==> config.mk <==
export PLATFORM = sky130hd
export DESIGN_NAME = cdr_os
export DESIGN_NICKNAME = d
export VERILOG_FILES = /design/src/rtl/cdr_pkg.sv /design/src/rtl/cdr_lock_det.sv /design/src/rtl/cdr_os.sv
export SDC_FILE = /design/constraint.sdc
export NUM_CORES = 1
export LEC_CHECK = 0
export BUFFER_PORTS_ARGS = -buffer_cell sky130_fd_sc_hd__buf_4
export CORE_MARGIN = 1
export CORE_UTILIZATION = 37
export DETAILED_ROUTE_END_ITERATION = 16
export SYNTH_ARGS = -nofsm -noshare
export SYNTH_HDL_FRONTEND = slang
export SYNTH_HIERARCHICAL = 1
export SYNTH_SLANG_ARGS = --single-unit
==> constraint.sdc <==
create_clock -name i_clk -period 1.8 [get_ports i_clk]
set_input_delay 0.18 -clock i_clk [delete_from_list [all_inputs] [get_ports i_clk]]
set_output_delay 0.18 -clock i_clk [all_outputs]
set_load 0.02 [all_outputs]
==> src/rtl/cdr_pkg.sv <==
// rtl/cdr_pkg.sv - shared types and helpers for the oversampling CDR
package cdr_pkg;

  typedef enum logic {
    ACQ    = 1'b0,
    LOCKED = 1'b1
  } lockState_t;

  // Bits needed to hold values 0..v-1 (never less than one bit)
  function automatic int clog2(input int v);
    int r;
    r = 1;
    for (int i = 1; i < 31; i++) begin
      if ((1 << i) < v) r = i + 1;
    end
    return r;
  endfunction

  // A transition is in window when the next phase sits within tol of the bit boundary
  function automatic logic edgeGood(input int d, input int osr, input int tol);
    return (d <= tol) || (d >= osr - tol);
  endfunction

endpackage

==> src/rtl/cdr_lock_det.sv <==
// rtl/cdr_lock_det.sv - transition quality counters and ACQ/LOCKED lock state machine
module cdr_lock_det
  import cdr_pkg::*;
#(
  parameter int LOCK_CNT = 16,
  parameter int MAX_RUN  = 32
) (
  input  logic i_clk,
  input  logic i_res_n,
  input  logic ts,
  input  logic good,
  input  logic wrap,
  output logic o_Lock,
  output logic o_EdgeErr
);

  localparam int GW = clog2(LOCK_CNT + 1);
  localparam int RW = clog2(MAX_RUN + 1);
  localparam logic [GW-1:0] GOOD_MAX = GW'(LOCK_CNT);
  localparam logic [GW-1:0] GOOD_PRE = GW'(LOCK_CNT - 1);
  localparam logic [RW-1:0] RUN_MAX  = RW'(MAX_RUN);

  lockState_t    rState;
  lockState_t    nextState;
  logic [GW-1:0] rGood;
  logic [RW-1:0] rRun;
  logic          rErr;
  logic          badTs;
  logic          runOut;

  assign badTs  = ts & ~good;
  assign runOut = (rRun == RUN_MAX);

  // Lock state register
  always_ff @(posedge i_clk or negedge i_res_n) begin
    if (!i_res_n) rState <= ACQ;
    else          rState <= nextState;
  end

  // Enter lock on the good transition that completes the count; leave on a bad edge or a long run
  always_comb begin
    nextState = rState;
    case (rState)
      ACQ:     if (ts && good && (rGood == GOOD_PRE)) nextState = LOCKED;
      LOCKED:  if (badTs || runOut) nextState = ACQ;
      default: nextState = ACQ;
    endcase
  end

  // Good-edge and run-length counters (both saturating) plus the registered error pulse
  always_ff @(posedge i_clk or negedge i_res_n) begin
    if (!i_res_n) begin
      rGood <= '0;
      rRun  <= '0;
      rErr  <= 1'b0;
    end else begin
      rErr <= badTs;
      if (ts)                  rRun <= '0;
      else if (wrap && !runOut) rRun <= rRun + 1'b1;
      if (rState == LOCKED) begin
        if (badTs || runOut) rGood <= '0;
      end else if (badTs) begin
        rGood <= '0;
      end else if (ts && (rGood != GOOD_MAX)) begin
        rGood <= rGood + 1'b1;
      end
    end
  end

  // Outputs follow the registered state and error flag
  always_comb begin
    o_Lock    = (rState == LOCKED);
    o_EdgeErr = rErr;
  end

endmodule

==> src/rtl/cdr_os.sv <==
// rtl/cdr_os.sv - oversampling CDR top; CDR_MAJORITY_EN selects 3-sample majority capture
module cdr_os
  import cdr_pkg::*;
#(
  parameter int OSR         = 4,
  parameter int SYNC_STAGES = 3,
  parameter int SAMPLE_PH   = 1,
  parameter int EDGE_TOL    = 1,
  parameter int LOCK_CNT    = 16,
  parameter int MAX_RUN     = 32
) (
  input  logic i_clk,
  input  logic i_res_n,
  input  logic i_SerialData,
  output logic o_RecoveryData,
  output logic o_DataEn,
  output logic o_Lock,
  output logic o_EdgeErr
);

  localparam int PHW = clog2(OSR);
  localparam logic [PHW-1:0] PH_LAST = PHW'(OSR - 1);
`ifdef CDR_MAJORITY_EN
  localparam logic [PHW-1:0] CAP_PH = PHW'(SAMPLE_PH + 1);
`else
  localparam logic [PHW-1:0] CAP_PH = PHW'(SAMPLE_PH);
`endif

  logic [SYNC_STAGES-1:0] rSync;
  logic                   sD;
  logic                   s;
  logic                   ts;
  logic                   wrap;
  logic                   good;
  logic                   capBit;
  logic [PHW-1:0]         rPh;
  logic [PHW-1:0]         phNext;

  assign s      = rSync[SYNC_STAGES-1];
  assign ts     = s ^ sD;
  assign phNext = (rPh == PH_LAST) ? '0 : rPh + 1'b1;
  assign wrap   = ~ts & (rPh == PH_LAST);
  assign good   = edgeGood(int'(phNext), OSR, EDGE_TOL);

  // Metastability chain on the raw pin plus one extra tap for transition detection
  always_ff @(posedge i_clk or negedge i_res_n) begin
    if (!i_res_n) begin
      rSync <= '0;
      sD    <= 1'b0;
    end else begin
      rSync <= {rSync[SYNC_STAGES-2:0], i_SerialData};
      sD    <= s;
    end
  end

`ifdef CDR_MAJORITY_EN
  logic sD2;

  // Second delay tap so three consecutive samples are available at capture time
  always_ff @(posedge i_clk or negedge i_res_n) begin
    if (!i_res_n) sD2 <= 1'b0;
    else          sD2 <= sD;
  end

  assign capBit = (s & sD) | (s & sD2) | (sD & sD2);
`else
  assign capBit = s;
`endif

  // Phase counter: realigns to every transition, free-runs through constant runs
  always_ff @(posedge i_clk or negedge i_res_n) begin
    if (!i_res_n)  rPh <= '0;
    else if (ts)   rPh <= '0;
    else           rPh <= phNext;
  end

  // Capture on the registered phase so a same-cycle transition cannot suppress the strobe
  always_ff @(posedge i_clk or negedge i_res_n) begin
    if (!i_res_n) begin
      o_RecoveryData <= 1'b0;
      o_DataEn       <= 1'b0;
    end else if (rPh == CAP_PH) begin
      o_RecoveryData <= capBit;
      o_DataEn       <= 1'b1;
    end else begin
      o_DataEn       <= 1'b0;
    end
  end

  cdr_lock_det #(
    .LOCK_CNT (LOCK_CNT),
    .MAX_RUN  (MAX_RUN)
  ) u_lock (
    .i_clk     (i_clk),
    .i_res_n   (i_res_n),
    .ts        (ts),
    .good      (good),
    .wrap      (wrap),
    .o_Lock    (o_Lock),
    .o_EdgeErr (o_EdgeErr)
  );

endmodule

-- Word-level counts from Yosys, hierarchy flattened
Index checks and enable logic that the tools add are counted.
- bits in latches: 0
- input bits: 3
- logic and storage cells: 48
- memories kept: 0
- bits in writable memories: 0
- bits in read-only memories: 0
- bits in registers: 21
- eq/ne operators: 6
- order comparisons: 2
- divide/modulo/power cells: 0
- multipliers: 0
- reductions and logical operators: 10
- bitwise logic cells: 6
- shift-type cells: 0
- add/sub/neg operators: 3
- multiplexer cells: 12
- operator list (kind ; number):
    two-way mux 5 bit ; 4
    two-way mux 6 bit ; 2
    adder 6 x 1 -> 6 bit (second input constant) ; 1
    equality test 6 bit (second input constant) ; 1
    adder 5 x 1 -> 5 bit (second input constant) ; 1
    equality test 5 x 4 -> 1 bit (second input constant) ; 1
    inequality test 5 bit (second input constant) ; 1
    logical AND 1 bit ; 4
    two-way mux 2 bit ; 2
    two-way mux 1 bit ; 3
    NOT 1 bit ; 3
    nonzero test 3 bit ; 1
    adder 2 x 1 -> 2 bit (second input constant) ; 1
    AND 1 bit ; 2
    equality test 2 x 1 -> 1 bit (second input constant) ; 1
    equality test 2 bit (second input constant) ; 1
    >= comparator 2 bit (second input constant) ; 1
    less-or-equal comparator 2 x 1 -> 1 bit (second input constant) ; 1
    logical OR 1 bit ; 2
    inequality test 2 bit (second input constant) ; 1
    one-hot mux 1 bit (2 select lines) ; 1
    AND reduction 2 bit ; 1
    nonzero test 2 bit ; 1
    logical NOT 1 bit ; 1
    bitwise XOR 1 bit ; 1

-- Depth between registers and ports, before layout
Gate-level depths: netlist of the first run.
- word-level depth: 9
- gate-level depth with buffers: 7
- mapped depth without buffers: 6

-- By module
The synthesis of the first run kept the hierarchy.
- by module, submodules not included (module ; cells each ; area each (um^2) ; instances ; sequential area each (um^2)):
    cdr_lock_det ; 79 ; 814.5 ; 1 ; 325.3
    cdr_os ; 19 ; 294.0 ; 1 ; 200.2

-- Worst setup path after synthesis of the first run
Ideal clock, no wire load.
- path type: register to register
- start: register rPh[0]
- end: register u_lock.rRun[5]
- cell stages (with the launch flop): 7
- path slack: 0.218 ns
- period minus slack after synthesis: 1.582 ns
- arrival time: 1.505 ns
- buffers on the path: 0
- cells stage by stage: dfrtp_1 -> ha_1 -> inv_1 -> nor2_1 -> nand4_2 -> or3_1 -> a21oi_1
- word-level cells in the longest chain between the ends: 4
- ends and longest elaborated chain (item ; RTL line ; RTL):
    start: declaration ; cdr_os.sv:36 ; logic [PHW-1:0] rPh;
    start signal: assignment ; cdr_os.sv:74 ; else rPh <= phNext;
    equality test 2 bit ; cdr_os.sv:42 ; assign wrap = ~ts & (rPh == PH_LAST);
    AND 1 bit ; cdr_os.sv:42 ;
    net wrap ; cdr_os.sv:33 ; logic wrap;
    logical AND 1 bit ; cdr_lock_det.sv:59 ; else if (wrap && !runOut) rRun <= rRun + 1'b1;
    nonzero test 2 bit (no source line) ; - ;
    end signal: assignment ; cdr_lock_det.sv:59 ;
    end: declaration ; cdr_lock_det.sv:26 ; logic [RW-1:0] rRun;
The timed path passes the listed nets, and every way through them passes these cells.
A chain may end at the register's enable or synchronous reset.

-- Final worst setup path of the first run
Same ends and word-level chain as after synthesis.

==> impl_metrics.csv, run 1 <==
group,metric,value,unit
final_layout,layout-area-overhead-vs-synth,10.50,%
final_layout,final_util,0.4367,
synth,synth_fa_ha_area_frac,0.09029,
timing,setup_tns,0,ns
setup_path,crit_path_max_fanout,6,
power_and_ir_drop,combPwrFrac,0.315,
setup_path,end_kind,"flip-flop",
timing,hold_violations,0,
synth,async_reset_ff_frac,1.000,
timing,tightest_slew,0.4271,ns
routing,drt-met1-wl,969,um
job,maxCapViolCount,0,
min_path,hp-class,"input pin to asynchronous set/reset pin",
timing,skew,0.007597,ns
final_layout,design_area,0.001225,mm^2
synth,syn_inst,98,
synth,synth_top_area_cell,"dfrtp_1",
placed_design,numPlacedInstances,132,
setup_path,cp-start-kind,"flip-flop",
setup_path,required,2.03,ns
global_route,grt.overflow.total,0,
global_route,grt_pass1_wl,3360,um
final_layout,multi_input_area,516.7,um^2
outcome,outcome,"finished, final reports clean",
synth,syn_avg_cell_area,11.31,um^2
placed_design,post_dp_cell_area,0.001176,mm^2
clock_tree,numCtsBuffers,3,
final_layout,fin_cells,138,
setup_path,worstSetupPathType,"flip-flop to flip-flop",
floorplanning,num_rows,19,
floorplanning,die_w,56.74,um
routing,routed-wl-met2,893,um
synth,yosysTopAreaCellShare,0.4740,
final_layout,fin_nets,119,
clock_tree,htreeDepth,1,
clock_tree,cts_root_buf,"clkbuf_4",
timing,slew_violations,0,
clock_tree,clock_latency,0.30,ns
routing,first_pass_iters,4,
power_and_ir_drop,p_sw_frac,0.3331,
power_and_ir_drop,power.total,1.249,mW
placed_design,port-buffer-count,6,
synth,synth.distinct_cells,33,
final_layout,drive_gt1_frac,0.1869,
clock_tree,clockBufferDepth,2,
floorplanning,ios,7,
floorplanning,die-area,0.003219,mm^2
power_and_ir_drop,power_frac_seq,0.504,
synth,synth_simple_gate_area_frac,0.1817,
clock_tree,clock-sinks,21,
power_and_ir_drop,clockPowerShare,0.181,
routing,wl_per_cell,14.09,um
synth,synth_nets,109,
routing,vias,728,
power_and_ir_drop,p_leak,0.5472,nW
timing,fmaxAchievable,0.6116,GHz
setup_path,worstPathArrival,1.87,ns
routing,antenna_left,0,
timing,worst_slew_margin_rel,0.7153,
final_layout,n_fill_cell,264,
synth,synth_area,0.001109,mm^2
routing,viasPerCell,5.275,
synth,yosysMostFrequentCell,"dfrtp_1",
global_route,grt_usage,0.1390,
routing,routed.top_layer,"met4",
timing,grt_setup_unrepaired,"false",
routing,drtIter0Drc,37,
global_route,first_global_vias,673,
placed_design,dp_hpwl,1361,um
placed_design,place.gp.congestion,0.8033,
synth,synth_flop_cell,"dfrtp_1",
synth,seq_area_frac_synth,0.4740,
power_and_ir_drop,powerDensity,1019,mW/mm^2
floorplanning,die_h,56.74,um
floorplanning,core_area,0.002805,mm^2
final_layout,antennaDiodeCount,0,
synth,yosysWarnings,6,
global_route,antenna_found_initial,0,
synth,synthTopCellsByArea,"dfrtp_1 47%, ha_1 9.0%, nand4bb_4 5.0%",
synth,synth_top_family_by_area,"simple AND/OR/NAND/NOR gates",
routing,wl_met3,58,um
clock_tree,clk_pin_slew,0.12,ns
final_layout,ff_latch_area,525.5,um^2
routing,drc,0,
synth,synth_common_cells,"21 x dfrtp_1, 10 x inv_1, 8 x ha_1, 8 x nor2_1",
power_and_ir_drop,irDropWorstVdd,0.5685,mV
synth,synth-xor-area-share,0.03047,
global_route,grt_max_degree,22,
timing,setup_violations,0,
setup_path,r2r_cells,6,
synth,ys_ff_latch,21,
power_and_ir_drop,p_switching,0.4159,mW
floorplanning,initial_core_util,0.3952,
clock_tree,cts_tree,"done",
power_and_ir_drop,intPower,0.8327,mW
synth,synth_edf_count,0,
routing,wl,1945,um
timing,min_period_over_period,0.9084,
synth,synth.mux.area_fraction,0.02370,
timing,min_period,1.635,ns
synth,synth-compound-area-share,0.1377,
==> metal layers <==
metal	vias up	global-route usage
met5	-	0
met1	351	0.1880
li1	366	-
met4	0	0.05226
met3	2	0.04839
met2	9	0.2041
==> critical path, cell delays in order (launching register included) <==
cell	delay, ns
dfrtp_1	0.42
ha_1	0.20
inv_1	0.06
nor2_2	0.22
nand4_2	0.16
or3_1	0.36
a21oi_1	0.14
==> state kept, by name (all words and copies together) (netlist names) <==
signal,cells
rPh,2
sD,1
rSync,3
o_RecoveryData,1
u_lock/rRun,6
u_lock/rGood,5
u_lock/o_Lock,1
o_DataEn,1
u_lock/o_EdgeErr,1
==> power groups by stage <==
stage	clock, mW	combinational (mW)	sequential (mW)
after detailed placement	0	0.391	0.639
after global placement	0	0.380	0.636
after floorplan	0	0.275	0.647
after CTS	0.241	0.396	0.629
after global routing	0.256	0.441	0.645
final	0.226	0.394	0.629
==> cells by family (layout without fill, tap and decap cells) <==
logic type	count (synthesis)	in the layout
AND/OR/NAND/NOR	28	28
AO/OA/AOI/OAI	21	21
flip-flops	21	21
buffers and inverters	15	24
adder cells (fa/ha/maj)	8	8
XOR/XNOR	3	3
multiplexers	2	2
==> final cells by class <==
class / instances / area share
inverter: 10 / 0.03064
timing repair buffer: 10 / 0.06537
clock buffer: 4 / 0.02145
multi-input combinational: 62 / 0.4219
tap: 31 / 0.03167
sequential: 21 / 0.4290
==> placed cells by master (no fill, tap or decap), types with 3 or more instances in the layout <==
cell / Yosys / final
a31oi_1: 3 / 3
nand4_1: 3 / 3
o211ai_1: 3 / 3
nor2_1: 8 / 7
ha_1: 8 / 8
inv_1: 10 / 10
dfrtp_1: 21 / 21
nand2_1: 4 / 4
a211o_1: 3 / 3
a21oi_1: 3 / 3
buf_4: 0 / 8
clkbuf_4: 0 / 3
==> worst paths after layout <==
| path | end | startpoint | slack [ns] |
|---|---|---|---|
| hold reg to reg | rSync[2] | rSync[1] | 0.36 |
| hold / removal | u_lock/o_EdgeErr | i_res_n | 0.29 |
| min in group i_clk | rSync[2] | rSync[1] | 0.36 |
| max in group asynchronous | u_lock/rRun[0] | i_res_n | 1.29 |
| setup / recovery | u_lock/rRun[5] | rPh[0] | 0.16 |
| setup reg to reg | u_lock/rRun[5] | rPh[0] | 0.16 |
==> metrics by stage <==
step                hold WS (ns)  worst slack, ns
global route              0.2902          0.05367
floorplan                -0.1156           0.2181
global placement         0.07318           0.1573
CTS                       0.2800          0.06485
detailed placement       0.07945          0.08132
finish                    0.2876           0.1648
==> timing repair <==
action                                  4_1_cts  5_1_grt
endpoints found under the hold margin        22        0
hold buffers                                  2        0
gates resized for setup                       0        1
endpoints found under the setup margin        0        1
buffers inserted                              0        0
Power figures use the tool's default switching activity.
==> run 2, diff against run 1 <==
==> constraint.sdc (replaced) <==
create_clock -name i_clk -period 1.8 [get_ports i_clk]
set_input_delay 0.36 -clock i_clk [delete_from_list [all_inputs] [get_ports i_clk]]
set_output_delay 0.36 -clock i_clk [all_outputs]
set_load 0.02 [all_outputs]
==> run 2 against run 1 <==
  * Cell area shrank 0.82%
  * Combinational power barely moved
  * Total power down 0.14%
  * Worst hold slack got worse by 0.13 ns
  * Flip-flop and latch count unchanged
  * Non-clock buffer count is 1 lower
  * Clock power about the same
  * First-iteration DRC count stayed put
  * Sequential share of layout area up 0.35 points
  * Critical endpoint unchanged
  * Highest routed layer unchanged
==> impl_metrics.csv, run 2 (synthesis gave the netlist of run 1 again) <==
group,metric,value,unit
min_path,hp-class,"input pin to flip-flop",
clock_tree,clock-sinks,21,
setup_path,reg2reg_to,"u_lock/rRun[5]",
setup_path,slowest_delay,0.42,ns
timing,setup_tns,0,ns
global_route,grt_usage,0.1390,
min_path,holdPathEnd,"rSync[0]",
global_route,grt.overflow.total,0,
timing,tightest_slew,0.4271,ns
setup_path,worstPathArrival,1.87,ns
setup_path,cp-start-kind,"flip-flop",
placed_design,port-buffer-count,6,
routing,antenna_left,0,
timing,skew,0.007597,ns
routing,wl_per_cell,14.14,um
final_layout,ff_latch_area,525.5,um^2
final_layout,multi_input_area,516.7,um^2
setup_path,path_cells,"ha_1 > inv_1 > nor2_2 > nand4_2 > or3_1 > a21oi_1",
floorplanning,num_rows,19,
floorplanning,initial_core_util,0.3952,
setup_path,r2r_cells,6,
final_layout,fin_nets,118,
outcome,outcome,"finished, final reports clean",
setup_path,cp_top_family,"simple AND/OR/NAND/NOR gates",
global_route,grt_pass1_wl,3360,um
timing,min_period,1.635,ns
routing,wl,1937,um
clock_tree,cts_tree,"done",
setup_path,timing.rr.start,"rPh[0]",
final_layout,largest_register_ffs,6,
final_layout,mostFrequentLayoutCell,"dfrtp_1",
final_layout,n_fill_cell,265,
setup_path,end_kind,"flip-flop",
final_layout,final_cell_mix,"21 x dfrtp_1, 10 x inv_1, 8 x ha_1, 8 x buf_4, 7 x nor2_1",
timing,setup_violations,0,
power_and_ir_drop,powerDensity,1026,mW/mm^2
timing,fmaxAchievable,0.6116,GHz
routing,vias,726,
floorplanning,core_area,0.002805,mm^2
power_and_ir_drop,p_leak,0.5430,nW
setup_path,worstSetupPathType,"flip-flop to flip-flop",
min_path,hold_depth,1,
final_layout,regMostFlops,"u_lock/rRun",
power_and_ir_drop,power.total,1.247,mW
routing,drtIter0Drc,37,
setup_path,ff2ff_setup_slack,0.16,ns
timing,min_period_over_period,0.9084,
clock_tree,cts_root_buf,"clkbuf_4",
final_layout,antennaDiodeCount,0,
clock_tree,clock_latency,0.30,ns
clock_tree,numCtsBuffers,3,
routing,drc,0,
clock_tree,clockBufferDepth,2,
global_route,grt_max_degree,22,
floorplanning,die_h,56.74,um
power_and_ir_drop,irDropWorstVdd,0.5683,mV
routing,viasPerCell,5.299,
setup_path,critPathSlowestCell,"dfrtp_1",
global_route,antenna_found_initial,0,
global_route,first_global_vias,673,
final_layout,layout-area-overhead-vs-synth,9.594,%
setup_path,crit_path_max_fanout,6,
clock_tree,clk_pin_slew,0.11,ns
job,maxCapViolCount,0,
placed_design,place.gp.congestion,0.8033,
routing,first_pass_iters,4,
final_layout,final_util,0.4331,
clock_tree,htreeDepth,1,
timing,slew_violations,0,
final_layout,drive_gt1_frac,0.1887,
setup_path,path_buf_inv,1,
timing,grt_setup_unrepaired,"false",
floorplanning,die_w,56.74,um
floorplanning,die-area,0.003219,mm^2
min_path,worstHoldStart,"i_SerialData",
timing,worst_slew_margin_rel,0.7153,
timing,hold_violations,0,
final_layout,largest_registers,"u_lock/rRun (6), u_lock/rGood (5), rSync (3)",
setup_path,required,2.03,ns
placed_design,dp_hpwl,1361,um
floorplanning,ios,7,
==> run 2: cell type report <==
| type | instances | area share |
|---|---|---|
| clock buffers | 4 | 0.02163 |
| inverters | 10 | 0.03090 |
| multi-input cells | 62 | 0.4253 |
| flip-flops and latches | 21 | 0.4325 |
| well taps | 31 | 0.03193 |
| repair buffers | 9 | 0.05767 |
==> run 2: worst max path at each step <==
stage	from	end	slack (ns)	depth (start not counted)
floorplan	rPh[0]	u_lock/rRun[5]	0.22	6
global placement	rPh[0]	u_lock/rRun[5]	0.16	6
detailed placement	rPh[0]	u_lock/rRun[5]	0.08	6
CTS	rPh[0]	u_lock/rRun[5]	0.06	6
global route	rPh[0]	u_lock/rRun[5]	0.05	6
finish	rPh[0]	u_lock/rRun[5]	0.16	6
==> run 2: routing by layer <==
layer	track usage	vias to the layer above	part of all wire
met4	0.05226	0	0.012
li1	-	364	-
met3	0.04839	2	0.030
met2	0.2041	9	0.46
met1	0.1880	351	0.50
met5	0	-	0
==> run 2: report_power, final <==
part | switching (mW) | internal (mW)
clock | 0.139 | 0.0864
combinational | 0.200 | 0.192
sequential | 0.0761 | 0.553
total | 0.416 | 0.831
==> run 2: repair_timing <==
item	in CTS	in global routing
resized for setup	0	1
setup endpoints to repair	0	1
setup buffers	0	0
hold buffers	1	0
endpoints found under the hold margin	21	0
==> run 2: metrics by stage <==
step / hold slack (ns) / instances / worst slack, ns / cell area (um^2)
3_3_place_gp: 0.2532 / 132 / 0.1573 / 1176
4_1_cts: 0.1429 / 137 / 0.06485 / 1212
3_5_place_dp: 0.2595 / 132 / 0.08132 / 1176
6_report: 0.1588 / 137 / 0.1648 / 1215
5_1_grt: 0.1366 / 137 / 0.05367 / 1215
2_1_floorplan: 0.06441 / 98 / 0.2181 / 1109
==> run 3, diff against run 2 <==
--- a/config.mk
+++ b/config.mk
@@ -9,6 +9,7 @@
 export CORE_MARGIN = 1
 export CORE_UTILIZATION = 37
 export DETAILED_ROUTE_END_ITERATION = 16
+export PLACE_DENSITY = 0.56
 export SYNTH_ARGS = -nofsm -noshare
 export SYNTH_HDL_FRONTEND = slang
 export SYNTH_HIERARCHICAL = 1
==> run 3 against run 2 <==
  * The run now ends with DRC left
  * Die area stayed put
  * Clock skew is 0.0023 ns lower
  * Setup slack gained 0.031 ns
  * Via count grew 2.1%
  * Register-to-register slack improved by 0.03 ns
  * Non-clock buffer count increased by 2
  * Flip-flop and latch count stayed put
  * Largest power group unchanged
==> impl_metrics.csv, run 3 (synthesis gave the netlist of run 1 again) <==
group,metric,value,unit
timing,min_period_over_period,0.8912,
final_layout,largest_registers,"u_lock/rRun (6), u_lock/rGood (5), rSync (3)",
power_and_ir_drop,irDropWorstVdd,0.4242,mV
power_and_ir_drop,powerDensity,1022,mW/mm^2
min_path,hp-class,"input pin to flip-flop",
outcome,violations,"DRC",
setup_path,cp-start-kind,"flip-flop",
final_layout,layout-area-overhead-vs-synth,10.95,%
timing,worst_slew_margin_rel,0.7309,
floorplanning,num_rows,19,
placed_design,port-buffer-count,6,
final_layout,final_cell_mix,"21 x dfrtp_1, 10 x inv_1, 10 x buf_4",
timing,skew,0.005317,ns
setup_path,end_kind,"flip-flop",
routing,viasPerCell,5.331,
final_layout,n_fill_cell,266,
floorplanning,ios,7,
setup_path,timing.rr.start,"rPh[0]",
global_route,first_global_vias,714,
clock_tree,numCtsBuffers,3,
clock_tree,htreeDepth,1,
power_and_ir_drop,intPower,0.8361,mW
clock_tree,cts_root_buf,"clkbuf_4",
placed_design,dp_hpwl,1332,um
routing,drc,4,
global_route,antenna_found_initial,0,
global_route,grt_pass1_wl,3249,um
routing,drtIter0Drc,34,
power_and_ir_drop,p_sw_frac,0.3351,
placed_design,numPlacedInstances,134,
timing,setup_tns,0,ns
floorplanning,die-area,0.003219,mm^2
floorplanning,die_w,56.74,um
setup_path,r2r_cells,6,
timing,setup_violations,0,
timing,slew_violations,0,
timing,fmaxAchievable,0.6234,GHz
setup_path,worstSetupPathType,"flip-flop to flip-flop",
final_layout,fin_cells,139,
timing,grt_setup_unrepaired,"false",
placed_design,post_dp_cell_area,0.001191,mm^2
final_layout,fin_nets,120,
setup_path,worstPathArrival,1.84,ns
final_layout,mostFrequentLayoutCell,"dfrtp_1",
clock_tree,clk_pin_slew,0.11,ns
min_path,hold_depth,1,
timing,worst_hold_slack,0.1558,ns
setup_path,ff2ff_setup_slack,0.20,ns
final_layout,largest_register_ffs,6,
final_layout,regMostFlops,"u_lock/rRun",
job,maxCapViolCount,0,
clock_tree,clock_latency,0.30,ns
routing,vias,741,
routing,antenna_left,0,
floorplanning,core_area,0.002805,mm^2
clock_tree,cts_tree,"done",
placed_design,place.gp.congestion,0.7981,
outcome,outcome,"finished, violations left",
power_and_ir_drop,power.total,1.257,mW
power_and_ir_drop,clockPowerShare,0.182,
floorplanning,die_h,56.74,um
power_and_ir_drop,power_frac_seq,0.501,
timing,tightest_slew,0.4037,ns
final_layout,antennaDiodeCount,0,
routing,wl_per_cell,13.71,um
power_and_ir_drop,combPwrFrac,0.317,
routing,wl,1906,um
power_and_ir_drop,p_switching,0.4214,mW
min_path,holdPathEnd,"rSync[0]",
clock_tree,clockBufferDepth,2,
final_layout,drive_gt1_frac,0.2037,
global_route,grt_usage,0.1341,
routing,first_pass_iters,10,
floorplanning,initial_core_util,0.3952,
timing,min_period,1.604,ns
timing,hold_violations,0,
power_and_ir_drop,p_leak,0.5532,nW
global_route,grt_max_degree,22,
clock_tree,cts_setup_buffers,0,
setup_path,crit_path_max_fanout,4,
global_route,grt.overflow.total,0,
min_path,worstHoldStart,"i_SerialData",
setup_path,required,2.03,ns
clock_tree,clock-sinks,21,
final_layout,design_area,0.001230,mm^2
setup_path,reg2reg_to,"u_lock/rRun[5]",
==> run 3: changes by cell type in the layout (fill, tap and decap cells not counted) <==
cell   delta
buf_4     +2
==> run 3: routing by layer <==
layer	vias to the layer above	part of all wire	GRT usage
li1	367	-	-
met4	0	0	0.05226
met1	362	0.48	0.1708
met5	-	0	0
met2	12	0.48	0.2075
met3	0	0.040	0.04839
==> run 3: how the worst max path moves through the flow <==
| stage | startpoint | end | slack (ns) |
|---|---|---|---|
| floorplan | rPh[0] | u_lock/rRun[5] | 0.22 |
| global placement | rPh[0] | u_lock/rRun[5] | 0.24 |
| detailed placement | rPh[0] | u_lock/rRun[5] | 0.16 |
| CTS | rPh[0] | u_lock/rRun[5] | 0.12 |
| global route | rPh[0] | u_lock/rRun[5] | 0.07 |
| finish | rPh[0] | u_lock/rRun[5] | 0.20 |
==> run 3: stage by stage <==
stage / worst slack [ns] / utilization
floorplan: 0.2181 / -
global placement: 0.2362 / 0.4246
detailed placement: 0.1584 / 0.4246
CTS: 0.1205 / 0.4376
global route: 0.07414 / 0.4384
finish: 0.1958 / 0.4384
==> run 3: timing repair <==
item                       4_1_cts  5_1_grt
setup endpoints to repair        0        1
hold buffers                     1        0
hold endpoints to repair        21        0
gates resized for setup          0        1
==> run 3: cell type report <==
class                   count  area (um^2)  area share
multi-input cells          62        516.7      0.4201
flip-flops and latches     21        525.5      0.4273
repair buffers             11        85.08     0.06918
well taps                  31        38.79     0.03154
clock buffers               4        26.28     0.02136
inverters                  10        37.54     0.03052
==> run 3: worst max-delay path, stage by stage, from the launching register on <==
cell	delay, ns
dfrtp_1	0.42
ha_1	0.20
inv_1	0.05
nor2_2	0.19
nand4_2	0.15
or3_1	0.36
a21oi_1	0.15
==> run 3: power groups by stage <==
| stage | clock network, mW | registers [mW] | logic [mW] |
|---|---|---|---|
| after floorplan | 0 | 0.647 | 0.275 |
| after global placement | 0 | 0.636 | 0.391 |
| after detailed placement | 0 | 0.640 | 0.394 |
| after CTS | 0.246 | 0.631 | 0.400 |
| after global routing | 0.274 | 0.642 | 0.445 |
| final | 0.229 | 0.630 | 0.399 |
